**src/rtl/alu_vec_pkg.sv**
```systemverilog
// Shared types and helpers for the ALU vector sequencer and related harness stimulus blocks.
package alu_vec_pkg;

  typedef enum logic [2:0] {IDLE, DIR, GEN, ISSUE, WAIT, FIN} state_e;

  localparam logic [31:0] LFSR_TAPS = 32'h8020_0003;

  // One MISR fold: shift left with feedback parity, then absorb result and Zero flag.
  function automatic logic [31:0] misr_next(input logic [31:0] sig,
                                            input logic [31:0] res,
                                            input logic        zero,
                                            input int          width);
    logic [31:0] mask;
    logic [31:0] poly;
    logic [31:0] sh;
    mask = (width >= 32) ? 32'hFFFF_FFFF : ((32'd1 << width) - 32'd1);
    poly = LFSR_TAPS & mask;
    sh   = {sig[30:0], ^(sig & poly)};
    return (sh ^ res ^ {31'd0, zero}) & mask;
  endfunction

endpackage

```
**src/rtl/alu_vec_lfsr.sv**
```systemverilog
// 32-bit right-shifting Galois LFSR with seed load and step; o_next is the value the next step commits.
module alu_vec_lfsr
  import alu_vec_pkg::*;
(
  input  logic        i_clk,
  input  logic        i_rst,
  input  logic [31:0] i_seed,
  input  logic        i_load,
  input  logic        i_step,
  output logic [31:0] o_next
);

  logic [31:0] r_state;
  logic [31:0] w_seed;

  // An all-zero state would lock the register up.
  assign w_seed = (i_seed == 32'd0) ? 32'd1 : i_seed;
  assign o_next = (r_state >> 1) ^ (r_state[0] ? LFSR_TAPS : 32'd0);

  always_ff @(posedge i_clk) begin
    if (i_rst)       r_state <= w_seed;
    else if (i_load) r_state <= w_seed;
    else if (i_step) r_state <= o_next;
  end

endmodule

```
**src/rtl/alu_vec_sequencer.sv**
```systemverilog
// Plays a directed ALU vector table then a seeded random phase, folding results into a MISR.
module alu_vec_sequencer
  import alu_vec_pkg::*;
#(
  parameter int          WIDTH      = 32,
  parameter int          CTRL_W     = 4,
  parameter int          NUM_OPS    = 15,
  parameter int          DIR_DEPTH  = 16,
  parameter int          RAND_COUNT = 64,
  parameter int          TIMEOUT    = 15,
  parameter logic [31:0] LFSR_SEED  = 32'h0000_0001
)(
  input  logic                           sys_clk,
  input  logic                           sys_rst,
  input  logic                           tbl_we,
  input  logic [$clog2(DIR_DEPTH)-1:0]   tbl_addr,
  input  logic [CTRL_W+2*WIDTH-1:0]      tbl_data,
  input  logic                           start,
  input  logic [$clog2(DIR_DEPTH):0]     dir_len,
  input  logic [WIDTH-1:0]               exp_sig,
  output logic [CTRL_W-1:0]              alu_ctrl,
  output logic [WIDTH-1:0]               op_a,
  output logic [WIDTH-1:0]               op_b,
  output logic                           vec_valid,
  input  logic                           vec_ready,
  input  logic [WIDTH-1:0]               res,
  input  logic                           res_zero,
  input  logic                           res_valid,
  output logic                           busy,
  output logic                           done,
  output logic                           pass,
  output logic                           err_timeout,
  output logic [WIDTH-1:0]               signature,
  output logic [15:0]                    vec_count
);

  localparam int AW   = $clog2(DIR_DEPTH);
  localparam int TD_W = CTRL_W + 2*WIDTH;
  localparam int TW   = (TIMEOUT < 2) ? 1 : $clog2(TIMEOUT + 1);
  localparam int RCW  = (RAND_COUNT < 2) ? 1 : $clog2(RAND_COUNT + 1);
  localparam bit HAS_RAND = (RAND_COUNT > 0);

  state_e            r_state, w_state_nxt;
  logic [TD_W-1:0]   r_tbl [DIR_DEPTH];
  logic [AW:0]       r_dir_len, r_dir_idx, w_len_clamp;
  logic [RCW-1:0]    r_rand_idx;
  logic [1:0]        r_gen_step;
  logic [TW-1:0]     r_tmo;
  logic [WIDTH-1:0]  r_exp, r_sig, w_sig_nxt;
  logic [WIDTH-1:0]  r_a, r_b;
  logic [CTRL_W-1:0] r_ctrl;
  logic [15:0]       r_cnt;
  logic              r_done, r_pass, r_err;
  logic [31:0]       w_lfsr_nxt;
  logic [8:0]        w_rand_op;
  logic              w_start, w_dir_more, w_rand_more, w_tmo_hit, w_lfsr_step;

  assign w_start     = (r_state == IDLE) && start;
  assign w_len_clamp = (dir_len > (AW+1)'(DIR_DEPTH)) ? (AW+1)'(DIR_DEPTH) : dir_len;
  assign w_dir_more  = (r_dir_idx < r_dir_len);
  assign w_rand_more = (r_rand_idx < RCW'(RAND_COUNT));
  assign w_tmo_hit   = (r_state == WAIT) && !res_valid && (r_tmo == TW'(TIMEOUT));
  assign w_sig_nxt   = WIDTH'(misr_next(32'(r_sig), 32'(res), res_zero, WIDTH));
  assign w_rand_op   = {1'b0, w_lfsr_nxt[7:0]} % 9'(NUM_OPS);
  assign w_lfsr_step = (r_state == GEN);

  alu_vec_lfsr u_lfsr (
    .i_clk  (sys_clk),
    .i_rst  (sys_rst),
    .i_seed (LFSR_SEED),
    .i_load (w_start),
    .i_step (w_lfsr_step),
    .o_next (w_lfsr_nxt)
  );

  // Table has no reset; writes land only while idle, so a write alongside start is seen by the run.
  always_ff @(posedge sys_clk) begin
    if (tbl_we && r_state == IDLE) r_tbl[tbl_addr] <= tbl_data;
  end

  always_ff @(posedge sys_clk) begin
    if (sys_rst) r_state <= IDLE;
    else         r_state <= w_state_nxt;
  end

  always_comb begin
    w_state_nxt = r_state;
    case (r_state)
      IDLE:  if (start) begin
               if (w_len_clamp != '0) w_state_nxt = DIR;
               else if (HAS_RAND)     w_state_nxt = GEN;
               else                   w_state_nxt = FIN;
             end
      DIR:   w_state_nxt = ISSUE;
      GEN:   if (r_gen_step == 2'd2) w_state_nxt = ISSUE;
      ISSUE: if (vec_ready) w_state_nxt = WAIT;
      WAIT:  if (res_valid) begin
               if (w_dir_more)       w_state_nxt = DIR;
               else if (w_rand_more) w_state_nxt = GEN;
               else                  w_state_nxt = FIN;
             end else if (w_tmo_hit) w_state_nxt = FIN;
      FIN:   w_state_nxt = IDLE;
      default: w_state_nxt = IDLE;
    endcase
  end

  always_comb begin
    vec_valid = (r_state == ISSUE);
    busy      = (r_state inside {DIR, GEN, ISSUE, WAIT});
  end

  always_ff @(posedge sys_clk) begin
    if (sys_rst) begin
      r_dir_len  <= '0;
      r_dir_idx  <= '0;
      r_rand_idx <= '0;
      r_gen_step <= '0;
      r_tmo      <= '0;
      r_exp      <= '0;
      r_sig      <= '0;
      r_a        <= '0;
      r_b        <= '0;
      r_ctrl     <= '0;
      r_cnt      <= '0;
      r_done     <= 1'b0;
      r_pass     <= 1'b0;
      r_err      <= 1'b0;
    end else begin
      case (r_state)
        IDLE: if (start) begin
          r_dir_len  <= w_len_clamp;
          r_dir_idx  <= '0;
          r_rand_idx <= '0;
          r_gen_step <= '0;
          r_exp      <= exp_sig;
          r_sig      <= '0;
          r_cnt      <= '0;
          r_done     <= 1'b0;
          r_pass     <= 1'b0;
          r_err      <= 1'b0;
        end
        DIR: begin
          {r_ctrl, r_a, r_b} <= r_tbl[r_dir_idx[AW-1:0]];
          r_dir_idx          <= r_dir_idx + 1'b1;
        end
        // Each step consumes the freshly advanced LFSR word.
        GEN: begin
          case (r_gen_step)
            2'd0:    r_a <= w_lfsr_nxt[WIDTH-1:0];
            2'd1:    r_b <= w_lfsr_nxt[WIDTH-1:0];
            default: begin
              r_ctrl     <= CTRL_W'(w_rand_op);
              r_rand_idx <= r_rand_idx + 1'b1;
            end
          endcase
          r_gen_step <= (r_gen_step == 2'd2) ? 2'd0 : r_gen_step + 2'd1;
        end
        ISSUE: if (vec_ready) r_tmo <= TW'(1);
        WAIT: begin
          if (res_valid) begin
            r_sig <= w_sig_nxt;
            if (r_cnt != 16'hFFFF) r_cnt <= r_cnt + 16'd1;
          end else if (w_tmo_hit) begin
            r_err <= 1'b1;
          end else begin
            r_tmo <= r_tmo + 1'b1;
          end
        end
        FIN: begin
          r_done <= 1'b1;
          r_pass <= (r_sig == r_exp) && !r_err;
        end
        default: ;
      endcase
    end
  end

  assign alu_ctrl    = r_ctrl;
  assign op_a        = r_a;
  assign op_b        = r_b;
  assign done        = r_done;
  assign pass        = r_pass;
  assign err_timeout = r_err;
  assign signature   = r_sig;
  assign vec_count   = r_cnt;

endmodule
```
**config.mk**
```make
export PLATFORM = sky130hd
export DESIGN_NAME = alu_vec_sequencer
export DESIGN_NICKNAME = d
export VERILOG_FILES = /design/src/rtl/alu_vec_pkg.sv /design/src/rtl/alu_vec_lfsr.sv /design/src/rtl/alu_vec_sequencer.sv
export SDC_FILE = /design/constraint.sdc
export NUM_CORES = 1
export LEC_CHECK = 0
export BUFFER_PORTS_ARGS = -buffer_cell sky130_fd_sc_hd__buf_4
export CORE_ASPECT_RATIO = 0.8
export CORE_MARGIN = 4
export CORE_UTILIZATION = 34
export DETAILED_ROUTE_END_ITERATION = 8
export GPL_TIMING_DRIVEN = 0
export HOLD_SLACK_MARGIN = 0.02
export PLACE_DENSITY = 0.46
export SYNTH_ARGS = -nofsm -noshare
export SYNTH_HDL_FRONTEND = slang
export SYNTH_SLANG_ARGS = --single-unit
```
**constraint.sdc**
```tcl
create_clock -name sys_clk -period 8.7 [get_ports sys_clk]
set_clock_uncertainty 0.15 [all_clocks]
set_input_delay 0.87 -clock sys_clk [delete_from_list [all_inputs] [get_ports sys_clk]]
set_output_delay 0.87 -clock sys_clk [all_outputs]
set_load 0.01 [all_outputs]
```
==> summary.md, run 1 <==
| Metric | Value |
|---|---|
| Num rows | `125` |
| CTS hold repair buffers | `0` |
| Fmax | `249 MHz` |
| Slew headroom | `20.4%` |
| Cts bufs inserted | `around 140` |
| Cell Pwr Density | `263 nW/µm²` |
| RSZ-0062 raised after global routing | `no` |
| Layout area overhead | `20.6%` |
| Post-cts sizing count | `0` |
| WL per Instance | `28.9 µm` |
| RD Place Congestion | `0.855` |
| I/O Pins | `269` |
| Sequential-to-total area share from yosys stat | `73.5%` |
| Largest net degree at the start of global routing | `22` |
| # clock sinks | `1301` |
| Port Buffers | `268` |
| Leak | `19.6 nW` |
| Post-layout min period | `4010 ps` |
| TritonCTS clock tree | `done` |
| Final setup fails | `0` |
| Via count | `27300` |
| CP Data Required Time | `9020 ps` |
| H-tree depth | `4` |
| CTS clk-pin slew, worst paths | `about 60 ps` |
| Final hold viol count | `0` |
| Synth Net Count | `2808` |
| Root Driver | `clkbuf_16` |
| Critical path type | `flop to flop` |
| DRC | `0` |
| Slew @ Worst Pin | `about 1200 ps` |
| Hpwl dp | `104000 µm` |
| Fillers | `13000` |
| Synthesized area per cell | `19.0 µm²` |
| Max Buffers Root-to-Sink | `3` |
| Chip width | `438 µm` |
| Comb pwr share | `18.3%` |
| Routed WL | `151000 µm` |
| Post-synth EDFFs | `1088` |
| Most used DFF post-synth | `edfxtp_1` |
| Tcrit/Tclk final | `between 40% and 50%` |
| Max IR drop VDD | `between 0.1 and 0.15 mV` |
| Detailed Route Iter0 Violations | `2361` |
| Starting Density | `34.4%` |
| Drt first pass iters | `5` |
| Power share of the clock group | `36.0%` |
| Core Region | `146000 µm²` |
| Status | `finished, final reports clean` |
| Drt via density | `5.21` |
| Global Route Usage Sum | `roughly 19%` |
| Ys Warns | `0` |
| Net Sw Frac | `27.2%` |
| ANT nets after route | `0` |
| Seq cells post-synth | `1301` |
| Fraction of layout cells with a size suffix above 1 | `30.7%` |
| Die Y-Extent | `352 µm` |
| Post-route total power | `16.0 mW` |
| Gr ovfl total | `0` |
| Critical Path AT | `4330 ps` |
| CP Max Fanout | `10` |
| Setup tns final | `0 ps` |
| Post-Place Setup Slack | `4710 ps` |
| Worst setup EP type | `flop` |
| Vias in the first global route | `around 28000` |
| Global-route wire length before repair | `~210000 µm` |
| Net Switching | `4.35 mW` |
| Design internal power | `11.6 mW` |
| Pins Over Slew Limit | `0` |
| Setup bufs post-CTS | `0` |
| Synthesized cell area | `slightly above 50000 µm²` |
| Layout Nets | `3304` |
| Cells after Synth | `approximately 2700` |
| Initial antenna violation count | `6` |
| Worst hold path type | `input pin to flop` |
| Latest clock arrival within the worst-skew pair | `760 ps` |
| Startpoint class of the critical path | `flop` |
| DIE AREA | `between 150000 and 200000 µm²` |
| Final WS setup | `roughly 4700 ps` |
| Netlist cell types | `74` |
| Seq pwr share | `45.7%` |
| Layout Utilization | `41.5%` |
| Share of flip-flops with an asynchronous set or reset | `0%` |
| Max Cap Viol | `0` |
==> critical path, cell delays in order, from the launching register on <==
cell and delay, ps:
dfxtp_1 330, buf_2 180, nor2_1 660, nand3b_1 320
inv_1 130, nand3_1 310, nor3_2 450, buf_6 230
buf_6 180, buf_6 190, buf_6 190, buf_6 180
buf_6 170
==> layer usage <==
metal  part of all wire, %  wire, µm  global-route usage, %  vias to the layer above
li1                      -         -                      -                    11700
met1                    43     64400                   25.7                    14600
met2                    50     75300                   32.8                      775
met3                   4.6      6910                   3.10                      235
met4                   3.1      4690                   6.29                        2
met5                0.0086        13                      0                        -
==> cells in the final DEF (no fill, tap or decap), types with 7 or more instances in the layout <==
cell type,instances
a211oi_1,7
a21oi_1,85
a22oi_1,33
a311oi_1,63
buf_1,17
buf_12,38
buf_2,42
buf_4,276
buf_6,49
clkbuf_1,112
clkbuf_16,145
clkbuf_8,9
clkinv_1,18
clkinv_2,25
dfxtp_1,213
edfxtp_1,1088
ha_1,10
inv_1,11
inv_6,7
mux4_2,340
nand2_1,227
nand2b_1,8
nand3_1,15
nand3b_1,11
nand4_1,15
nor2_1,152
nor2_4,13
nor4_1,7
o21ai_0,10
xnor2_1,22
xor2_1,75
==> Yosys cell counts (8+ instances only) <==
cell type	number	area share [%]
edfxtp_1	1088	65
buf_4	8	0.12
buf_1	17	0.13
a311oi_1	63	1.1
a21oi_1	85	0.85
nand3_1	15	0.15
nor2_1	164	1.2
o21ai_0	10	0.10
nand3b_1	11	0.16
nand2_1	227	1.7
xor2_1	75	1.3
a22oi_1	33	0.49
nand2b_1	8	0.10
mux4_2	340	15
buf_2	42	0.42
clkbuf_1	79	0.59
xnor2_1	22	0.38
dfxtp_1	213	8.5
inv_1	11	0.082
ha_1	10	0.25
nand4_1	15	0.19
==> path summary, 6_finish.rpt <==
path                           start                  to  slack (ps)  depth (start not counted)
hold reg to reg   u_lfsr.r_state[10]  u_lfsr.r_state[10]         310                          2
setup / recovery          r_state[1]        r_tbl[3][43]        4690                         12
setup reg to reg          r_state[1]        r_tbl[3][43]        4690                         12
hold / removal           exp_sig[23]           r_exp[23]         220                          3
==> power groups by stage <==
| stage | Combinational [mW] | Clock, mW | Sequential [mW] |
|---|---|---|---|
| 5_1_grt | 3.14 | 6.14 | 7.30 |
| 2_1_floorplan | 1.71 | 0 | 7.37 |
| 6_report | 2.92 | 5.73 | 7.29 |
| 4_1_cts | 2.98 | 5.88 | 7.30 |
| 3_5_place_dp | 2.97 | 0 | 7.43 |
| 3_3_place_gp | 2.87 | 0 | 7.46 |
==> flip-flops by register name, summed over array words and instances (netlist names), named ones only <==
| name | count |
|---|---|
| u_lfsr.r_state | 32 |
| r_state | 3 |
| r_tmo | 4 |
| op_a | 32 |
| r_dir_idx | 5 |
| r_gen_step | 2 |
| signature | 32 |
| alu_ctrl | 4 |
| r_dir_len | 5 |
| pass | 1 |
| r_exp | 32 |
| op_b | 32 |
| err_timeout | 1 |
| done | 1 |
| vec_count | 16 |
| r_tbl | 1088 |
| r_rand_idx | 7 |
==> through the flow <==
step / std cells / hold slack, ps / area, µm²
final: 5228 / 219 / 60600
after global routing: 5226 / 202 / 60600
after CTS: 5225 / 157 / 60600
after detailed placement: 4973 / 297 / 56200
after global placement: 4886 / 291 / 54700
after floorplan: 2650 / 282 / 50300
==> cell families after synthesis <==
| logic type | synth area share, % |
|---|---|
| buffers and inverters | 1.52 |
| AO/OA/AOI/OAI | 3.40 |
| multiplexers | 15.4 |
| XOR/XNOR | 1.74 |
| AND/OR/NAND/NOR | 4.23 |
| flip-flops | 73.5 |
| adder cells (fa/ha/maj) | 0.271 |
==> area by class of cell <==
cell class / instances / area [µm²] / share of cell area, %
sequential: 1301 / 36900 / 60.9
timing repair buffer: 356 / 3410 / 5.63
buffer: 153 / 713 / 1.18
inverter: 13 / 48.8 / 0.0805
clock inverter: 64 / 505 / 0.834
antenna: 2 / 5.00 / 0.00825
clock buffer: 188 / 3880 / 6.40
tap: 1968 / 2460 / 4.06
multi-input combinational: 1183 / 12700 / 20.9
(Power assumes the default switching activity.)
==> inputs of run 2 (changes only) <==
- clock period: 8.7 -> 3.8 ns (I/O delays scaled with it)
==> run 2 against run 1 <==
Sequential cell count stayed put. Highest routed layer unchanged. Critical endpoint is now op_b[25]. Largest cell class unchanged. Sequential share of layout area is 1.7 points lower. First-iteration DRC count is 1.6% lower. Power is 130% higher. Sequential power is 130% higher. Register-to-register slack worse by 4500 ps. Largest power group unchanged. Clock power is 130% higher. Utilization is 1.2 points higher. Cell count is 2.7% higher.
==> summary.md, run 2 (synthesis gave the netlist of run 1 again) <==
| Metric | Value |
|---|---|
| Status | `finished, final reports clean` |
| Max Buffers Root-to-Sink | `3` |
| Critical Path AT | `4090 ps` |
| Initial antenna violation count | `8` |
| Worst hold path type | `input pin to flop` |
| I/O Pins | `269` |
| Design internal power | `approximately 27 mW` |
| Slew headroom | `about 11%` |
| Cts bufs inserted | `137` |
| Comb pwr share | `around a fifth` |
| Layout area overhead | `24.1%` |
| Max Cap Viol | `0` |
| Largest Register | `r_tbl` |
| Max IR drop VDD | `0.311 mV` |
| Routed WL | `152000 µm` |
| Fmax | `275 MHz` |
| DIE AREA | `154000 µm²` |
| DRC | `0` |
| Worst Hold Path Cells | `6` |
| Final WS setup | `166 ps` |
| Drt first pass iters | `6` |
| Most common cell after layout, fill and taps aside | `edfxtp_1` |
| Gr ovfl total | `0` |
| Pins Over Slew Limit | `0` |
| Final setup fails | `0` |
| Port Buffers | `268` |
| Global-route wire length before repair | `216000 µm` |
| Starting Density | `34.4%` |
| Net Sw Frac | `27.1%` |
| Placed cell area | `56500 µm²` |
| Worst setup EP type | `flop` |
| TritonCTS clock tree | `done` |
| # clock sinks | `1301` |
| Critical path type | `flop to flop` |
| Design Area, Final | `62400 µm²` |
| Worst hold slack | `approximately 100 ps` |
| Seq pwr share | `45.6%` |
| Net Switching | `9.94 mW` |
| ANT nets after route | `0` |
| Drt via density | `5.17` |
| R2R Path End | `op_b[25]` |
| Slew @ Worst Pin | `1330 ps` |
| Setup tns final | `0 ps` |
| Worst R2R Setup Slack | `170 ps` |
| Largest net degree at the start of global routing | `21` |
| Die Y-Extent | `between 300 and 400 µm` |
| Core Region | `146000 µm²` |
| Global Route Usage Sum | `19.6%` |
| Tcrit/Tclk final | `95.6%` |
| Fillers | `12900` |
| RSZ-0062 raised after global routing | `no` |
| Post-route total power | `36.6 mW` |
| Fraction of layout cells with a size suffix above 1 | `29.1%` |
| Detailed Route Iter0 Violations | `about 2300` |
| Most frequent cells in the layout | `edfxtp_1, mux4_2, buf_4, nand2_1, dfxtp_1` |
| CP Max Fanout | `10` |
| H-tree depth | `4` |
| Startpoint class of the critical path | `flop` |
| Leak | `20.3 nW` |
| Cell Pwr Density | `587 nW/µm²` |
| Layout Nets | `3442` |
| CTS clk-pin slew, worst paths | `60 ps` |
| Via count | `roughly 28000` |
| Latest clock arrival within the worst-skew pair | `760 ps` |
| Max FFs per register | `1088` |
| Post-layout min period | `3630 ps` |
| Chip width | `438 µm` |
| WL per Instance | `between 20 and 30 µm` |
| Final hold viol count | `0` |
| Worst Min Path Start | `sys_rst` |
| Vias in the first global route | `29000` |
| Hold path endpoint | `pass` |
| Worst r2r path cells | `6` |
| Num rows | `125` |
| CP Data Required Time | `4260 ps` |
| Power share of the clock group | `35.7%` |
| Post-Place Setup Slack | `-43.6 ps` |
| Root Driver | `clkbuf_16` |
| RD Place Congestion | `0.848` |
| Hpwl dp | `107000 µm` |
[run 2: cell type report]
class | instances | area (µm²) | share of cell area [%]
sequential | 1301 | 36900 | 59.2
multi-input combinational | 1183 | 12700 | 20.4
timing repair buffer | 495 | 5130 | 8.23
clock buffer | 189 | 3850 | 6.17
tap | 1968 | 2460 | 3.95
buffer | 153 | 728 | 1.17
clock inverter | 62 | 513 | 0.822
inverter | 13 | 48.8 | 0.0782
antenna | 4 | 10.0 | 0.0160
[run 2: power by group through the flow]
| stage | clock network (mW) | registers, mW | logic (mW) |
|---|---|---|---|
| after floorplan | 0 | 16.9 | 3.92 |
| after global placement | 0 | 17.1 | 6.57 |
| after detailed placement | 0 | 17.0 | 6.81 |
| after CTS | 13.5 | 16.7 | 6.96 |
| after global routing | 14.0 | 16.7 | 7.40 |
| final | 13.1 | 16.7 | 6.85 |
[run 2: per-stage QoR]
stage	util, %	instances
3_5_place_dp	38.7	4964
6_report	42.7	5368
5_1_grt	42.7	5366
2_1_floorplan	-	2650
3_3_place_gp	37.5	4886
4_1_cts	42.7	5361
[run 2: worst max-delay path, cell delays in order, from the launching register on]
cell	delay (ps)
dfxtp_1	360
clkbuf_1	940
buf_2	590
mux4_2	590
mux4_2	570
nand2_1	130
a311oi_1	110
[run 2: routing by layer]
metal	track usage [%]	vias up	routed length, µm
li1	-	12000	-
met1	25.5	14700	63400
met5	0	-	25
met3	3.55	241	7320
met2	33.4	807	77000
met4	6.41	4	4740
[run 2: repair_timing]
| item | CTS | global route |
|---|---|---|
| gates cloned | 0 | 0 |
| buffers inserted | 2 | 3 |
| endpoints found under the hold margin | 1177 | 0 |
| endpoints found under the setup margin | 12 | 37 |
| gates resized for setup | 0 | 10 |
| hold buffers | 144 | 0 |
| pin swaps | 1 | 1 |
[run 2: how the worst max path moves through the flow]
stage,start,endpoint,slack [ps],cells past startpoint
final,flop,op_b[25],170,6
after global routing,flop,op_a[22],9,7
after CTS,flop,op_b[28],0.7,6
after detailed placement,r_state[1],r_tbl[8][39],-40,8
after global placement,r_state[1],r_tbl[8][39],-6340,5
after floorplan,r_state[1],r_tbl[8][0],-1070,5
==> inputs of run 3 (changes only) <==
- CAP_MARGIN: default -> 20
- RECOVER_POWER: default -> 100
==> run 3 against run 2 <==
The run now ends with setup timing left. Largest power group unchanged. Global-route usage is 0.091 points lower. Non-clock buffer count grew 7. Critical endpoint is now op_a[7]. First-iteration DRC count is 4.7% lower. Worst hold slack improved by 70 ps. Cell area down 2.0%. Die area unchanged. Cell count hardly changed.
==> summary.md, run 3 (synthesis gave the netlist of run 1 again) <==
| Metric | Value |
|---|---|
| Status | `finished with violations` |
| Failing checks | `setup timing` |
| CP Capture Point | `op_a[7]` |
| Post-layout min period | `3830 ps` |
| Cell Pwr Density | `593 nW/µm²` |
| CTS clk-pin slew, worst paths | `around 60 ps` |
| RD Place Congestion | `0.848` |
| WP buf/inv | `3` |
| Final WS setup | `-29.1 ps` |
| Cell depth of the worst setup path | `6` |
| Slew headroom | `22.4%` |
| Port Buffers | `268` |
| DR top layer | `met5` |
| Most used cell, CP | `clkdlybuf4s15_1` |
| Fraction of layout cells with a size suffix above 1 | `23.0%` |
| Worst r2r path cells | `6` |
| Slew @ Worst Pin | `1160 ps` |
| Fillers | `13100` |
| Critical-path cell list | `clkbuf_1, clkdlybuf4s15_1, clkdlybuf4s15_1, mux4_2, nand2_1, a311oi_1` |
| Most common cell after layout, fill and taps aside | `edfxtp_1` |
| Max IR drop VDD | `0.316 mV` |
| RSZ-0062 raised after global routing | `no` |
| I/O Pins | `269` |
| Drt first pass iters | `7` |
| Tcrit/Tclk final | `101%` |
| Setup tns final | `-29.1 ps` |
| H-tree depth | `4` |
| Num rows | `125` |
| Max Buffers Root-to-Sink | `3` |
| Slowest cell on the critical path | `clkdlybuf4s15_1` |
| R2R Path End | `op_a[7]` |
| Max FFs per register | `1088` |
| Die Y-Extent | `352 µm` |
| Cell family with most CP delay | `buffers and inverters` |
| DRC | `0` |
| Root Driver | `clkbuf_16` |
| Final hold viol count | `0` |
| Latest clock arrival within the worst-skew pair | `roughly 770 ps` |
| Worst hold slack | `between 150 and 200 ps` |
| Cts bufs inserted | `139` |
| Core Region | `146000 µm²` |
| DIE AREA | `between 150000 and 200000 µm²` |
| Worst R2R Setup Slack | `-30 ps` |
| Critical Path AT | `between 4000 and 5000 ps` |
| Detailed Route Iter0 Violations | `between 2000 and 2500` |
| Hpwl dp | `107000 µm` |
| WL per Instance | `28.4 µm` |
| Layout Nets | `3451` |
| Initial antenna violation count | `6` |
| Drt via density | `5.18` |
| Starting Density | `34.4%` |
| Fmax | `261 MHz` |
| Startpoint class of the critical path | `flop` |
| Gr ovfl total | `0` |
| Routed WL | `~150000 µm` |
| Largest net degree at the start of global routing | `21` |
| Largest Register | `r_tbl` |
| CP max stage delay | `950 ps` |
| CP Max Fanout | `10` |
| Global-route wire length before repair | `216000 µm` |
| Wire length on met1 | `63600 µm` |
| CP Data Required Time | `4310 ps` |
| ANT nets after route | `0` |
| Most frequent cells in the layout | `edfxtp_1, mux4_2, clkbuf_1, nand2_1, dfxtp_1` |
| TritonCTS clock tree | `done` |
| # clock sinks | `1301` |
| Chip width | `438 µm` |
| Pins Over Slew Limit | `0` |
| Max Cap Viol | `0` |
| Met3 WL post-DR | `7230 µm` |
| Leak | `just under 20 nW` |
| Final setup fails | `1` |
| Worst hold path type | `input pin to flop` |
| Via count | `~28000` |
| Total length of routed met2 wires | `76700 µm` |
| Worst setup EP type | `flop` |
| Global Route Usage Sum | `19.6%` |
| Vias in the first global route | `roughly 29000` |
| Layout area overhead | `21.7%` |
| Critical path type | `flop to flop` |
-- run 3: cell count changes in the layout (fill, tap and decap cells not counted), sizes merged --
cell      previous run  this run
bufinv               7         6
inv                 18        16
clkbuf             267       502
clkinv              47        43
buf                424       203
diode                4         3
clkinvlp             3         1
-- run 3: worst reg2reg max path: cells and delay by family (launching register included) --
family	cells	cell delay, ps
AOI/OAI and AO/OA	1	310
buffers and inverters	3	2390
DFF	1	320
muxes	1	450
and+or+nand+nor	1	110
-- run 3: worst min path at each step --
stage                                  start                  to  depth (start not counted)
final                            tbl_addr[0]        r_tbl[1][53]                          3
after global routing             tbl_addr[0]        r_tbl[1][53]                          3
after CTS                            sys_rst                pass                          6
after detailed placement  u_lfsr.r_state[24]  u_lfsr.r_state[24]                          2
after global placement    u_lfsr.r_state[30]  u_lfsr.r_state[30]                          2
after floorplan                 r_dir_len[1]        r_dir_len[1]                          2
-- run 3: per-layer routing --
| metal | vias up | track usage, % |
|---|---|---|
| met5 | - | 0 |
| met4 | 4 | 6.61 |
| met3 | 239 | 3.28 |
| met2 | 827 | 33.3 |
| met1 | 14800 | 25.4 |
| li1 | 12000 | - |
-- run 3: area by class of cell --
| cell class | count | area [µm²] | share of cell area (%) |
|---|---|---|---|
| Antenna cell | 3 | 7.51 | 0.0123 |
| Buffer | 153 | 719 | 1.18 |
| Clock buffer | 196 | 3890 | 6.36 |
| Clock inverter | 53 | 462 | 0.755 |
| Inverter | 13 | 48.8 | 0.0798 |
| Multi-Input combinational cell | 1183 | 12600 | 20.7 |
| Sequential cell | 1301 | 36900 | 60.4 |
| Tap cell | 1968 | 2460 | 4.03 |
| Timing Repair Buffer | 502 | 4000 | 6.54 |
-- run 3: where the power goes --
group | total (mW) | internal (mW) | switching, mW
clock network | 13.1 | 7.54 | 5.52
registers | 16.7 | 16.2 | 0.522
logic | 6.55 | 2.67 | 3.87
total | 36.3 | 26.4 | 9.91
-- run 3: repair_timing --
action | 4_1_cts | 5_1_grt
hold buffers | 144 | 0
pin swaps | 1 | 1
endpoints found under the hold margin | 1177 | 0
resized for setup | 2 | 5
buffers inserted | 2 | 3
setup endpoints to repair | 14 | 18
-- run 3: stage by stage --
stage / total power [mW] / area (µm²) / std cells / worst slack [ps] / util, %
2_1_floorplan: 20.8 / 50300 / 2650 / -1070 / -
3_3_place_gp: 23.6 / 54800 / 4886 / -6340 / 37.5
3_5_place_dp: 23.9 / 56600 / 4968 / -39.1 / 38.8
4_1_cts: 37.1 / 62400 / 5363 / 13.3 / 42.7
5_1_grt: 37.8 / 61200 / 5369 / 2.79 / 41.9
6_report: 36.3 / 61200 / 5372 / -29.1 / 41.9
